[config.mk]
export PLATFORM = sky130hd
export DESIGN_NAME = stage_memory
export DESIGN_NICKNAME = d
export VERILOG_FILES = /design/src/rtl/stage_memory.sv
export SDC_FILE = /design/constraint.sdc
export NUM_CORES = 1
export LEC_CHECK = 0
export ABC_AREA = 1
export BUFFER_PORTS_ARGS = -buffer_cell sky130_fd_sc_hd__buf_2
export CELL_PAD_IN_SITES_DETAIL_PLACEMENT = 0
export CELL_PAD_IN_SITES_GLOBAL_PLACEMENT = 1
export CORE_AREA = 2 2 182 95
export CTS_CLUSTER_DIAMETER = 200
export CTS_CLUSTER_SIZE = 40
export DETAILED_ROUTE_END_ITERATION = 12
export DIE_AREA = 0 0 184 97
export GPL_TIMING_DRIVEN = 0
export PLACE_DENSITY_LB_ADDON = 0.1
export RECOVER_POWER = 100
export SYNTH_ARGS = -nofsm -noshare
export SYNTH_HDL_FRONTEND = slang
export SYNTH_SLANG_ARGS = --single-unit
[constraint.sdc]
create_clock -name clk -period 5.1 [get_ports clk]
set_clock_uncertainty 0.2 [all_clocks]
set_input_delay 0 -clock clk [delete_from_list [all_inputs] [get_ports clk]]
set_output_delay 0 -clock clk [all_outputs]
set_load 0.02 [all_outputs]
[src/rtl/stage_memory.sv]
// Memory stage of the vector pipeline. PASS/reserved ops forward the execute
// result in one cycle; LOAD/STORE walk the vector one lane at a time over a
// single-lane memory port, stalling upstream until the whole vector is done.
//
// state  | meaning
// -------+----------------------------------------------------------
// IDLE   | accepting instructions; PASS results forwarded directly
// ACCESS | one lane request outstanding, held until mem_ack
// DONE   | all lanes finished; publish result, return to IDLE
module stage_memory #(
  parameter int vectorSize   = 4,
  parameter int registerSize = 8,
  parameter int addrSize     = 16
) (
  input  logic                                     clk,
  input  logic                                     reset,
  input  logic                                     valid_in,
  input  logic [1:0]                               MemOp,
  input  logic [addrSize-1:0]                      addr_in,
  input  logic [vectorSize-1:0][registerSize-1:0]  alu_in,
  input  logic [vectorSize-1:0][registerSize-1:0]  store_data,
  output logic                                     mem_req,
  output logic                                     mem_we,
  output logic [addrSize-1:0]                      mem_addr,
  output logic [registerSize-1:0]                  mem_wdata,
  input  logic [registerSize-1:0]                  mem_rdata,
  input  logic                                     mem_ack,
  output logic                                     stall,
  output logic                                     valid_out,
  output logic [vectorSize-1:0][registerSize-1:0]  vect_out
);

  // A one-lane vector still needs a 1-bit counter to be a legal vector.
  localparam int LW = (vectorSize > 1) ? $clog2(vectorSize) : 1;
  localparam logic [LW-1:0] LAST_LANE = LW'(vectorSize - 1);
  localparam logic [1:0] OP_LOAD  = 2'b01;
  localparam logic [1:0] OP_STORE = 2'b10;

  typedef enum logic [1:0] {IDLE, ACCESS, DONE} state_t;

  state_t                                   state;
  logic [LW-1:0]                            lane;
  logic [LW-1:0]                            lane_nxt;
  logic                                     is_store;
  logic [addrSize-1:0]                      base_q;
  logic [vectorSize-1:0][registerSize-1:0]  sdata_q;
  logic [vectorSize-1:0][registerSize-1:0]  buf_q;

  assign lane_nxt = lane + LW'(1);
  assign stall    = (state != IDLE);

  // Sequencer: accepts instructions, issues one lane per ack, publishes result.
  always_ff @(posedge clk or negedge reset) begin
    if (!reset) begin
      state     <= IDLE;
      lane      <= '0;
      is_store  <= 1'b0;
      base_q    <= '0;
      sdata_q   <= '0;
      buf_q     <= '0;
      mem_req   <= 1'b0;
      mem_we    <= 1'b0;
      mem_addr  <= '0;
      mem_wdata <= '0;
      valid_out <= 1'b0;
      vect_out  <= '0;
    end else begin
      valid_out <= 1'b0;
      case (state)
        IDLE: begin
          if (valid_in) begin
            if (MemOp == OP_LOAD || MemOp == OP_STORE) begin
              base_q    <= addr_in;
              sdata_q   <= store_data;
              is_store  <= (MemOp == OP_STORE);
              lane      <= '0;
              buf_q     <= '0;
              state     <= ACCESS;
              // First beat is presented straight away so lane 0 can be acked
              // on the very next edge.
              mem_req   <= 1'b1;
              mem_we    <= (MemOp == OP_STORE);
              mem_addr  <= addr_in;
              mem_wdata <= (MemOp == OP_STORE) ? store_data[0] : '0;
            end else begin
              vect_out  <= alu_in;
              valid_out <= 1'b1;
            end
          end
        end
        ACCESS: begin
          if (mem_ack) begin
            if (!is_store) buf_q[lane] <= mem_rdata;
            if (lane == LAST_LANE) begin
              lane      <= '0;
              state     <= DONE;
              mem_req   <= 1'b0;
              mem_we    <= 1'b0;
              mem_addr  <= '0;
              mem_wdata <= '0;
            end else begin
              lane      <= lane_nxt;
              mem_addr  <= base_q + addrSize'(lane_nxt);
              mem_wdata <= is_store ? sdata_q[lane_nxt] : '0;
            end
          end
        end
        DONE: begin
          valid_out <= 1'b1;
          vect_out  <= is_store ? '0 : buf_q;
          state     <= IDLE;
        end
        default: state <= IDLE;
      endcase
    end
  end

endmodule

==> flow_summary_export.csv, run 1 <==
group,metric,value,unit
worst_setup_path,reg2reg_slack,1.48,ns
global_routing,track_usage,0.254,
clocking,post_cts_buffers,0,
worst_setup_path,required,5.26,ns
hold_path,holdPathStages,3,
die,start_util,0.425,
synth,syn_area_per_cell,8.49,um2
synth,synth-main-ff-cell,"dfrtp_1",
global_routing,grt-ovfl-total,0,
die,die_h,97,um
route,drtIter0Drc,448,
worst_setup_path,worstPathMaxFanout,12,
synth,synth_area_leaders,"dfrtp_1, nand2_1, o21ai_0",
synth,synth_top_area_share,0.527,
synth,synth-seq-area-share,0.527,
worst_setup_path,r2r_end,"mem_addr[12]$_DFFE_PN0P_",
global_routing,grt_pass1_vias,6213,
timing,finalSetupTns,0,ns
power,p_leak,0.00432,uW
final_layout,diodes,0,
clocking,numCtsBuffers,17,
die,dieArea,0.0178,mm2
placed_design,place_congestion,0.819,
global_routing,grt_pass1_wl,34.7,mm
synth,synth_edf_count,0,
route,firstDrtPassIters,5,
final_layout,nNetsFinal,1176,
global_routing,antenna_found_initial,0,
timing,hold_viol,0,
timing,period_minus_slack,3.62,ns
status,status,"finished, violations left",
placed_design,dp_hpwl,15.3,mm
worst_setup_path,r2r_cells,12,
timing,setup_violations,0,
die,core-area,0.0161,mm2
synth,yosys.area_share.xor_xnor,0.00128,
placed_design,port_buffers,153,
worst_setup_path,cp-end-kind,"register",
synth,synth_top_family_by_area,"simple AND/OR/NAND/NOR gates",
synth,syn-cell-area,0.00684,mm2
final_layout,nFillCells,1499,
synth,postSynthNetCount,908,
worst_setup_path,crit_arrival,3.78,ns
clocking,clock_latency,0.43,ns
route,drc,0,
die,rows,33,
hold_path,holdPathEnd,"sdata_q[29]$_DFFE_PN0P_",
flow_run,drv_cap,2,
clocking,numClockSinks,144,
timing,fmax,0.276,GHz
timing,setup_slack,1.48,ns
clocking,clkTransAtPathRegs,0.07,ns
final_layout,final_cell_mix,"dfrtp_1, nand2_1, nor2_1",
route,vias_per_cell,5.12,
timing,rsz0062_at_grt,"false",
clocking,cts.path.max_buffers,2,
final_layout,area_growth,36.4,%
synth,synth_seq_cells,144,
worst_setup_path,critical_path_class,"register to register",
clocking,cts_root_buf,"clkbuf_16",
synth,synthCells,806,
placed_design,dpl_worst_slack,1.56,ns
route,route.antenna.remaining_nets,0,
synth,yosysWarnings,0,
synth,synth_compound_area_frac,0.140,
final_layout,seq_area,0.00360,mm2
power,finalPower,5930,uW
timing,drv_slew,146,
route,wl_per_cell,16.8,um
final_layout,multi_input_area,0.00278,mm2
clocking,cts_tree,"done",
synth,yosysTopAreaCell,"dfrtp_1",
status,failed_checks,"max-capacitance violations, max-slew violations",
route,totalWireLength,21.8,mm
worst_setup_path,worstSetupStartpointType,"register",
synth,synth_adder_area_share,0.0157,
synth,async_flop_share,1.00,
clocking,cts_htree_levels,4,
synth,synth-simple-area-share,0.220,
final_layout,mostFrequentLayoutCell,"dfrtp_1",
timing,worst_pin_slew,2.74,ns
power,peakVddDrop,0.000302,V
die,io_pins,154,
timing,period_share,0.710,
worst_setup_path,timing.rr.start,"lane[0]$_DFFE_PN0P_",
final_layout,drive_above_1_share,0.149,
hold_path,hp-start,"store_data[29]",
power,powerDensity,635,mW/mm2
global_routing,grt_max_degree,94,
hold_path,hold_class,"input port to register",
synth,synth_cell_types,33,
route,vias,6638,
synth,muxShareOfSynthArea,0.0313,
final_layout,layout.cells.non_filler,1297,
placed_design,place_inst,1170,
timing,slew_headroom,-0.827,
die,die_w,184,um
cells in the mapped netlist (2+ instances only):
| cell | number |
|---|---|
| dfrtp_1 | 144 |
| nand2_1 | 138 |
| nor2_1 | 116 |
| o21ai_0 | 88 |
| nand3_1 | 59 |
| inv_1 | 53 |
| a31oi_1 | 33 |
| a21oi_1 | 31 |
| clkbuf_1 | 28 |
| nand4_1 | 28 |
| mux2_2 | 19 |
| buf_2 | 12 |
| o21ai_1 | 12 |
| ha_1 | 7 |
| buf_4 | 6 |
| o22ai_1 | 5 |
| buf_1 | 3 |
| nor2_2 | 3 |
| a21o_1 | 2 |
| inv_2 | 2 |
| nand2_4 | 2 |
| nor2_4 | 2 |
| o211ai_1 | 2 |
| o21bai_1 | 2 |
power by group:
group	internal [uW]	switching (uW)
Sequential	1650	336
Combinational	805	1790
Clock	805	540
Total	3260	2660
worst max-delay path by stage:
stage                                    from                  endpoint  slack [ns]  cells after the start
after floorplan           lane[0]$_DFFE_PN0P_   mem_addr[8]$_DFFE_PN0P_        2.31                     11
after global routing                    reset   vect_out[3]$_DFFE_PN0P_        1.11                      4
final                     lane[0]$_DFFE_PN0P_  mem_addr[12]$_DFFE_PN0P_        1.48                     12
after CTS                 lane[0]$_DFFE_PN0P_  mem_addr[12]$_DFFE_PN0P_        1.53                     12
after global placement    lane[0]$_DFFE_PN0P_  mem_addr[12]$_DFFE_PN0P_        1.51                     12
after detailed placement  lane[0]$_DFFE_PN0P_  mem_addr[14]$_DFFE_PN0P_        1.56                     12
kinds of logic (layout without fill, tap and decap cells):
kind of cell,count (synthesis),in the layout
XOR/XNOR,1,1
buffers and inverters,106,387
AO/OA/AOI/OAI,177,177
multiplexers,19,19
adder cells (fa/ha/maj),8,8
AND/OR/NAND/NOR,351,351
flip-flops,144,144
timing repair:
action | CTS | global route
resized for setup | 0 | 0
hold endpoints to repair | 285 | 0
hold buffers | 95 | 0
through the flow:
stage / hold slack [ns] / area [um2] / util
floorplan: -0.496 / 6840 / -
global placement: 0.0328 / 7870 / 0.489
detailed placement: -0.214 / 7900 / 0.491
CTS: 0.0207 / 9500 / 0.590
global route: 0.132 / 9340 / 0.580
finish: 0.129 / 9340 / 0.580
worst max-delay path: stages (launching register included):
cell      delay [ns]
dfrtp_1         0.44
inv_1           0.19
clkbuf_1        0.50
ha_1            0.45
inv_1           0.18
fa_1            0.47
inv_1           0.09
nand2_1         0.08
nor2_1          0.43
nand3_1         0.14
nand2_1         0.09
nand3_1         0.12
a21oi_1         0.18
final cells by class:
cell class,instances,area share
plain buffers,50,0.0217
clock buffers,19,0.0485
clock inverters,13,0.0189
inverters,56,0.0228
multi-input cells,556,0.298
flip-flops and latches,144,0.386
well taps,210,0.0281
repair buffers,249,0.176
sequential cells by signal, indices dropped and copies added, names as in the netlist:
name / cells
vect_out: 32
buf_q: 32
mem_we: 1
mem_wdata: 8
valid_out: 1
mem_req: 1
lane: 2
sdata_q: 32
mem_addr: 16
base_q: 16
state: 2
is_store: 1
per-layer routing:
layer	global-route usage	wire length [um]	vias to the layer above
li1	-	-	3253
met1	0.428	12200	3139
met2	0.318	7990	232
met3	0.0584	1500	14
met4	0.0498	136	0
met5	0	0	-
No activity file was read; power rests on OpenSTA's default activity.
==> run 2: changes to the inputs <==
--- a/config.mk
+++ b/config.mk
@@ -9,11 +9,11 @@
 export BUFFER_PORTS_ARGS = -buffer_cell sky130_fd_sc_hd__buf_2
 export CELL_PAD_IN_SITES_DETAIL_PLACEMENT = 0
 export CELL_PAD_IN_SITES_GLOBAL_PLACEMENT = 1
-export CORE_AREA = 2 2 182 95
+export CORE_AREA = 2 2 188 98
 export CTS_CLUSTER_DIAMETER = 200
 export CTS_CLUSTER_SIZE = 40
 export DETAILED_ROUTE_END_ITERATION = 12
-export DIE_AREA = 0 0 184 97
+export DIE_AREA = 0 0 190 100
 export GPL_TIMING_DRIVEN = 0
 export PLACE_DENSITY_LB_ADDON = 0.1
 export RECOVER_POWER = 100
==> constraint.sdc (replaced) <==
create_clock -name clk -period 3.5 [get_ports clk]
set_clock_uncertainty 0.2 [all_clocks]
set_input_delay 0 -clock clk [delete_from_list [all_inputs] [get_ports clk]]
set_output_delay 0 -clock clk [all_outputs]
set_load 0.02 [all_outputs]
==> run 2 against run 1 <==
Compared with the run above: the flow now finishes without violations; combinational power is 47% higher; critical path type unchanged; highest routed layer unchanged; first-iteration DRC count is 3.6% higher; clock power is 48% higher; non-clock buffer count is 2 higher.
==> flow_summary_export.csv, run 2 (synthesis results as in run 1) <==
group,metric,value,unit
status,status,"completed",
final_layout,diodes,0,
clocking,cts.path.max_buffers,2,
global_routing,antenna_found_initial,0,
die,dieArea,0.0190,mm2
die,die_h,100,um
timing,period_share,0.889,
global_routing,grt_pass1_vias,6122,
route,totalWireLength,22.3,mm
placed_design,place_inst,1200,
timing,drv_slew,0,
route,wl_per_cell,16.8,um
flow_run,drv_cap,0,
global_routing,met2_usage,0.300,
final_layout,drive_above_1_share,0.151,
worst_setup_path,r2r_cells,11,
die,rows,35,
timing,slew_headroom,0.124,
timing,period_minus_slack,3.11,ns
placed_design,port_buffers,153,
power,finalPower,8680,uW
worst_setup_path,path_cells,"clkbuf_1, inv_1, nand2_1, nor2_1, inv_1, o21ai_1, inv_1, clkbuf_1, clkbuf_1, nor2_1, a31oi_1",
worst_setup_path,reg2reg_slack,0.39,ns
power,peakVddDrop,0.000442,V
final_layout,area_growth,37.6,%
worst_setup_path,r2r_end,"vect_out[0]$_DFFE_PN0P_",
worst_setup_path,worstSetupStartpointType,"register",
final_layout,final_cell_mix,"dfrtp_1, nand2_1, nor2_1",
global_routing,track_usage,0.244,
worst_setup_path,cp-startpoint,"state[0]$_DFFE_PN0P_",
worst_setup_path,required,3.64,ns
hold_path,hp-start,"store_data[20]",
worst_setup_path,worstPathMaxFanout,10,
final_layout,layout.cells.non_filler,1327,
placed_design,placed_area,0.00794,mm2
route,vias_per_cell,4.93,
worst_setup_path,timing.rr.start,"state[0]$_DFFE_PN0P_",
final_layout,mostFrequentLayoutCell,"dfrtp_1",
clocking,cts_htree_levels,4,
global_routing,gr-usage-met1,0.416,
global_routing,met3_usage,0.0493,
route,drtIter0Drc,464,
die,die_w,190,um
worst_setup_path,slowest_delay,0.56,ns
route,route.antenna.remaining_nets,0,
placed_design,dp_hpwl,15.9,mm
worst_setup_path,critical_path_class,"register to register",
timing,hold_viol,0,
worst_setup_path,crit_slowest_cell,"clkbuf_1",
die,io_pins,154,
final_layout,nNetsFinal,1178,
clocking,clock_latency,0.43,ns
die,core-area,0.0176,mm2
clocking,cts_root_buf,"clkbuf_16",
final_layout,final_area,0.00942,mm2
route,drc,0,
hold_path,hold_class,"input port to register",
die,start_util,0.388,
clocking,numClockSinks,144,
global_routing,busiest_layer,"met1",
global_routing,grt-ovfl-total,0,
route,firstDrtPassIters,5,
worst_setup_path,crit_family,"buffers and inverters",
worst_setup_path,crit_arrival,3.25,ns
global_routing,grt_max_degree,94,
timing,fmax,0.321,GHz
worst_setup_path,path_depth,11,
power,p_leak,0.00433,uW
timing,setup_violations,0,
timing,rsz0062_at_grt,"false",
worst_setup_path,path_buf_inv,6,
final_layout,top_regs,"buf_q x32, sdata_q x32, vect_out x32",
clocking,cts_tree,"done",
power,powerDensity,922,mW/mm2
global_routing,grt_pass1_wl,35.0,mm
route,vias,6541,
clocking,clkTransAtPathRegs,0.06,ns
worst_setup_path,crit_path_end,"vect_out[0]$_DFFE_PN0P_",
placed_design,place_congestion,0.804,
clocking,numCtsBuffers,17,
timing,worst_pin_slew,1.31,ns
worst_setup_path,cp-end-kind,"register",
[run 2: cell types whose count changed in the layout (fill, tap and decap cells not counted), sizes merged]
cell / previous run / this run
clkinv: 6 / 2
clkinvlp: 1 / 5
inv: 59 / 55
buf: 102 / 105
bufinv: 3 / 4
[run 2: worst min-delay path by stage]
stage,cells past startpoint,slack [ns],end
after floorplan,0,-0.50,base_q[0]$_DFFE_PN0P_
after detailed placement,1,-0.21,sdata_q[23]$_DFFE_PN0P_
after global routing,3,0.15,sdata_q[17]$_DFFE_PN0P_
after global placement,2,0.03,sdata_q[20]$_DFFE_PN0P_
final,3,0.14,sdata_q[20]$_DFFE_PN0P_
after CTS,3,0.13,sdata_q[26]$_DFFE_PN0P_
[run 2: where the power goes]
part	internal (uW)	switching [uW]	total, uW	leakage, uW
Clock	1240	739	1980	0.000296
Combinational	1180	2620	3810	0.00227
Sequential	2410	484	2890	0.00176
[run 2: final cells by class]
cell class / instances / area (um2)
Buffer: 49 / 200
Clock buffer: 20 / 467
Clock inverter: 10 / 160
Fill cell: 1719 / 8230
Inverter: 56 / 216
Multi-Input combinational cell: 556 / 2780
Sequential cell: 144 / 3600
Tap cell: 240 / 300
Timing Repair Buffer: 252 / 1690
[run 2: what timing repair did]
| action | 4_1_cts | 5_1_grt |
|---|---|---|
| gates resized for setup | 0 | 3 |
| hold endpoints to repair | 284 | 0 |
| buffers inserted | 0 | 3 |
| endpoints found under the setup margin | 5 | 5 |
| hold buffers | 95 | 0 |
[run 2: per-layer routing]
| metal | share of wire | vias to the layer above |
|---|---|---|
| met5 | 0 | - |
| met4 | 0.0085 | 0 |
| met3 | 0.056 | 14 |
| met2 | 0.37 | 176 |
| met1 | 0.57 | 3098 |
| li1 | - | 3253 |
[run 2: worst register-to-register path, cell delays in order, from the launching register on]
cell and delay (ns):
dfrtp_1 0.38, clkbuf_1 0.57, inv_1 0.09, nand2_1 0.11
nor2_1 0.08, inv_1 0.08, o21ai_1 0.06, inv_1 0.14
clkbuf_1 0.54, clkbuf_1 0.52, nor2_1 0.08, a31oi_1 0.17
[run 2: metrics by stage]
stage / setup WS, ns / TNS [ns] / util / hold slack (ns)
CTS: 0.0611 / 0 / 0.540 / 0.125
finish: 0.388 / 0 / 0.533 / 0.143
global placement: -0.126 / -3.97 / 0.448 / 0.0341
detailed placement: -0.186 / -0.425 / 0.450 / -0.210
floorplan: 0.708 / 0 / - / -0.496
global route: 0.135 / 0 / 0.533 / 0.149
==> run 3: changes to the inputs <==
--- a/config.mk
+++ b/config.mk
@@ -5,16 +5,17 @@
 export SDC_FILE = /design/constraint.sdc
 export NUM_CORES = 1
 export LEC_CHECK = 0
-export ABC_AREA = 1
+export ABC_AREA = 0
 export BUFFER_PORTS_ARGS = -buffer_cell sky130_fd_sc_hd__buf_2
 export CELL_PAD_IN_SITES_DETAIL_PLACEMENT = 0
 export CELL_PAD_IN_SITES_GLOBAL_PLACEMENT = 1
-export CORE_AREA = 2 2 188 98
+export CORE_AREA = 2 2 182 95
 export CTS_CLUSTER_DIAMETER = 200
 export CTS_CLUSTER_SIZE = 40
 export DETAILED_ROUTE_END_ITERATION = 12
-export DIE_AREA = 0 0 190 100
+export DIE_AREA = 0 0 184 97
 export GPL_TIMING_DRIVEN = 0
+export MAX_ROUTING_LAYER = met4
 export PLACE_DENSITY_LB_ADDON = 0.1
 export RECOVER_POWER = 100
 export SYNTH_ARGS = -nofsm -noshare
==> constraint.sdc (replaced) <==
create_clock -name clk -period 3.1 [get_ports clk]
set_clock_uncertainty 0.2 [all_clocks]
set_input_delay 0 -clock clk [delete_from_list [all_inputs] [get_ports clk]]
set_output_delay 0 -clock clk [all_outputs]
set_load 0.02 [all_outputs]
==> run 3 against run 2 <==
Compared with the run above: the flow now finishes with violations (max-capacitance violations, max-slew violations); synthesized cell count is 18% lower; power is 4.7% higher; sequential power is 12% higher; setup slack worse by 0.18 ns; routed wire length is 11% lower.
==> flow_summary_export.csv, run 3 <==
group,metric,value,unit
die,start_util,0.405,
status,failed_checks,"max-capacitance violations, max-slew violations",
final_layout,top_regs,"buf_q x32, sdata_q x32, vect_out x32",
global_routing,grt_pass1_wl,31.2,mm
timing,slew_headroom,-0.423,
die,die_w,184,um
synth,yosysWarnings,0,
worst_setup_path,crit_arrival,2.96,ns
synth,syn_area_per_cell,9.93,um2
worst_setup_path,worstSetupStartpointType,"register",
global_routing,grt-ovfl-total,0,
power,peakVddDrop,0.000518,V
timing,period_minus_slack,2.89,ns
final_layout,area_growth,40.0,%
global_routing,grt_pass1_vias,5767,
synth,synth_top_area_share,0.552,
final_layout,nNetsFinal,1027,
synth,synth_area_leaders,"dfrtp_1, nand2_1, a22o_1",
synth,postSynthNetCount,759,
final_layout,final_area,0.00913,mm2
clocking,cts.path.max_buffers,2,
synth,synth.most_common_cell,"nand2_1",
placed_design,place_congestion,0.826,
power,powerDensity,995,mW/mm2
die,rows,33,
route,drc,0,
worst_setup_path,critical_path_class,"register to register",
route,drtIter0Drc,379,
power,p_leak,0.00431,uW
placed_design,placed_area,0.00759,mm2
worst_setup_path,worstPathMaxFanout,10,
timing,hold_viol,0,
clocking,cts_tree,"done",
global_routing,track_usage,0.235,
clocking,cts_root_buf,"clkbuf_16",
timing,setup_violations,0,
timing,rsz0062_at_grt,"false",
global_routing,antenna_found_initial,0,
clocking,cts_htree_levels,4,
power,finalPower,9090,uW
synth,async_flop_share,1.00,
synth,synth-main-ff-cell,"dfrtp_1",
synth,yosysTopAreaCell,"dfrtp_1",
route,wl_per_cell,17.3,um
synth,synth_seq_cells,144,
clocking,clock_latency,0.42,ns
final_layout,final_cell_mix,"nand2_1, dfrtp_1, buf_2",
hold_path,hold_class,"input port to register",
synth,synth_edf_count,0,
final_layout,diodes,0,
placed_design,place_inst,1021,
timing,worst_pin_slew,2.13,ns
synth,synthTopCellsByCount,"nand2_1, dfrtp_1, o21ai_0",
route,firstDrtPassIters,4,
timing,period_share,0.931,
final_layout,layout.cells.non_filler,1148,
clocking,clkTransAtPathRegs,0.06,ns
route,vias_per_cell,5.04,
final_layout,drive_above_1_share,0.183,
timing,holdWs,0.109,ns
final_layout,mostFrequentLayoutCell,"nand2_1",
final_layout,utilization,0.567,
status,status,"finished, violations left",
flow_run,drv_cap,1,
route,route.antenna.remaining_nets,0,
synth,synth_cell_types,48,
route,vias,5784,
die,io_pins,154,
clocking,numClockSinks,144,
clocking,numCtsBuffers,17,
route,totalWireLength,19.9,mm
global_routing,grt_max_degree,83,
synth,syn-cell-area,0.00653,mm2
placed_design,port_buffers,153,
synth,synth-seq-area-share,0.552,
die,die_h,97,um
worst_setup_path,required,3.17,ns
synth,synthCells,657,
die,core-area,0.0161,mm2
worst_setup_path,cp-end-kind,"register",
die,dieArea,0.0178,mm2
timing,fmax,0.346,GHz
placed_design,dp_hpwl,14.2,mm
timing,drv_slew,82,
run 3: changes by cell type after synthesis, moves of 33 or more:
cell	before	now
inv_1	53	10
nor3b_1	0	33
o21ai_0	88	38
nand2_1	138	196
nand3_1	59	1
nor2_1	116	22
a22o_1	0	34
run 3: worst max-delay path, cell delays in order, from the launching register on:
cell and delay, ns:
dfrtp_2 0.39, buf_8 0.17, inv_1 0.10, ha_1 0.34, buf_6 0.18, inv_1 0.08, fa_1 0.40, and2b_2 0.28
nand4_1 0.20, nor2_2 0.17, xnor2_1 0.14, o211ai_1 0.10
run 3: logic make-up (layout without fill, tap and decap cells):
group / after synthesis / in the layout / share of synthesized area
simple gates: 287 / 287 / 0.200
compound gates: 142 / 142 / 0.145
fa+ha+maj: 8 / 8 / 0.0165
mux: 8 / 8 / 0.0276
flops: 144 / 144 / 0.552
xor+xnor: 13 / 13 / 0.0174
buf+inv: 55 / 336 / 0.0414
run 3: power breakdown:
| group | switching [uW] | internal, uW | leakage (uW) |
|---|---|---|---|
| clock | 823 | 1520 | 0.000316 |
| sequential | 515 | 2720 | 0.00183 |
| combinational | 2130 | 1370 | 0.00217 |
run 3: area by class of cell:
| cell class | instances | area, um2 |
|---|---|---|
| Fill cell | 1457 | 6970 |
| Sequential cell | 144 | 3600 |
| Multi-Input combinational cell | 458 | 2660 |
| Timing Repair Buffer | 249 | 1660 |
| Clock buffer | 20 | 437 |
| Tap cell | 210 | 263 |
| Buffer | 45 | 241 |
| Clock inverter | 12 | 230 |
| Inverter | 10 | 37.5 |
run 3: final timing paths:
path,start,end,slack (ns),cells after the start
worst max register to register,lane[0]$_DFFE_PN0P_,mem_addr[12]$_DFFE_PN0P_,0.21,11
min in group asynchronous,reset,sdata_q[20]$_DFFE_PN0P_,0.54,2
worst min-delay path,store_data[24],sdata_q[24]$_DFFE_PN0P_,0.11,4
worst min register to register,sdata_q[17]$_DFFE_PN0P_,sdata_q[17]$_DFFE_PN0P_,0.27,2
worst max-delay path,lane[0]$_DFFE_PN0P_,mem_addr[12]$_DFFE_PN0P_,0.21,11
max in group asynchronous,reset,buf_q[4]$_DFFE_PN0P_,0.87,2
run 3: routing by layer:
| layer | vias up | part of all wire | track usage |
|---|---|---|---|
| met4 | 0 | 0.0090 | 0.0523 |
| met2 | 179 | 0.40 | 0.304 |
| li1 | 2783 | - | - |
| met1 | 2806 | 0.53 | 0.368 |
| met3 | 16 | 0.066 | 0.0542 |
| met5 | - | 0 | - |
run 3: metrics by stage:
| step | setup WS (ns) | setup TNS (ns) |
|---|---|---|
| after floorplan | 0.148 | 0 |
| after global placement | -0.617 | -39.43 |
| after detailed placement | -0.580 | -3.17 |
| after CTS | 0.0249 | 0 |
| after global routing | 0.0107 | 0 |
| final | 0.212 | 0 |
run 3: what timing repair did:
action	CTS	global route
hold buffers	93	0
setup buffers	0	2
pin swaps	0	2
endpoints found under the hold margin	222	0
gates resized for setup	5	5
endpoints found under the setup margin	8	3
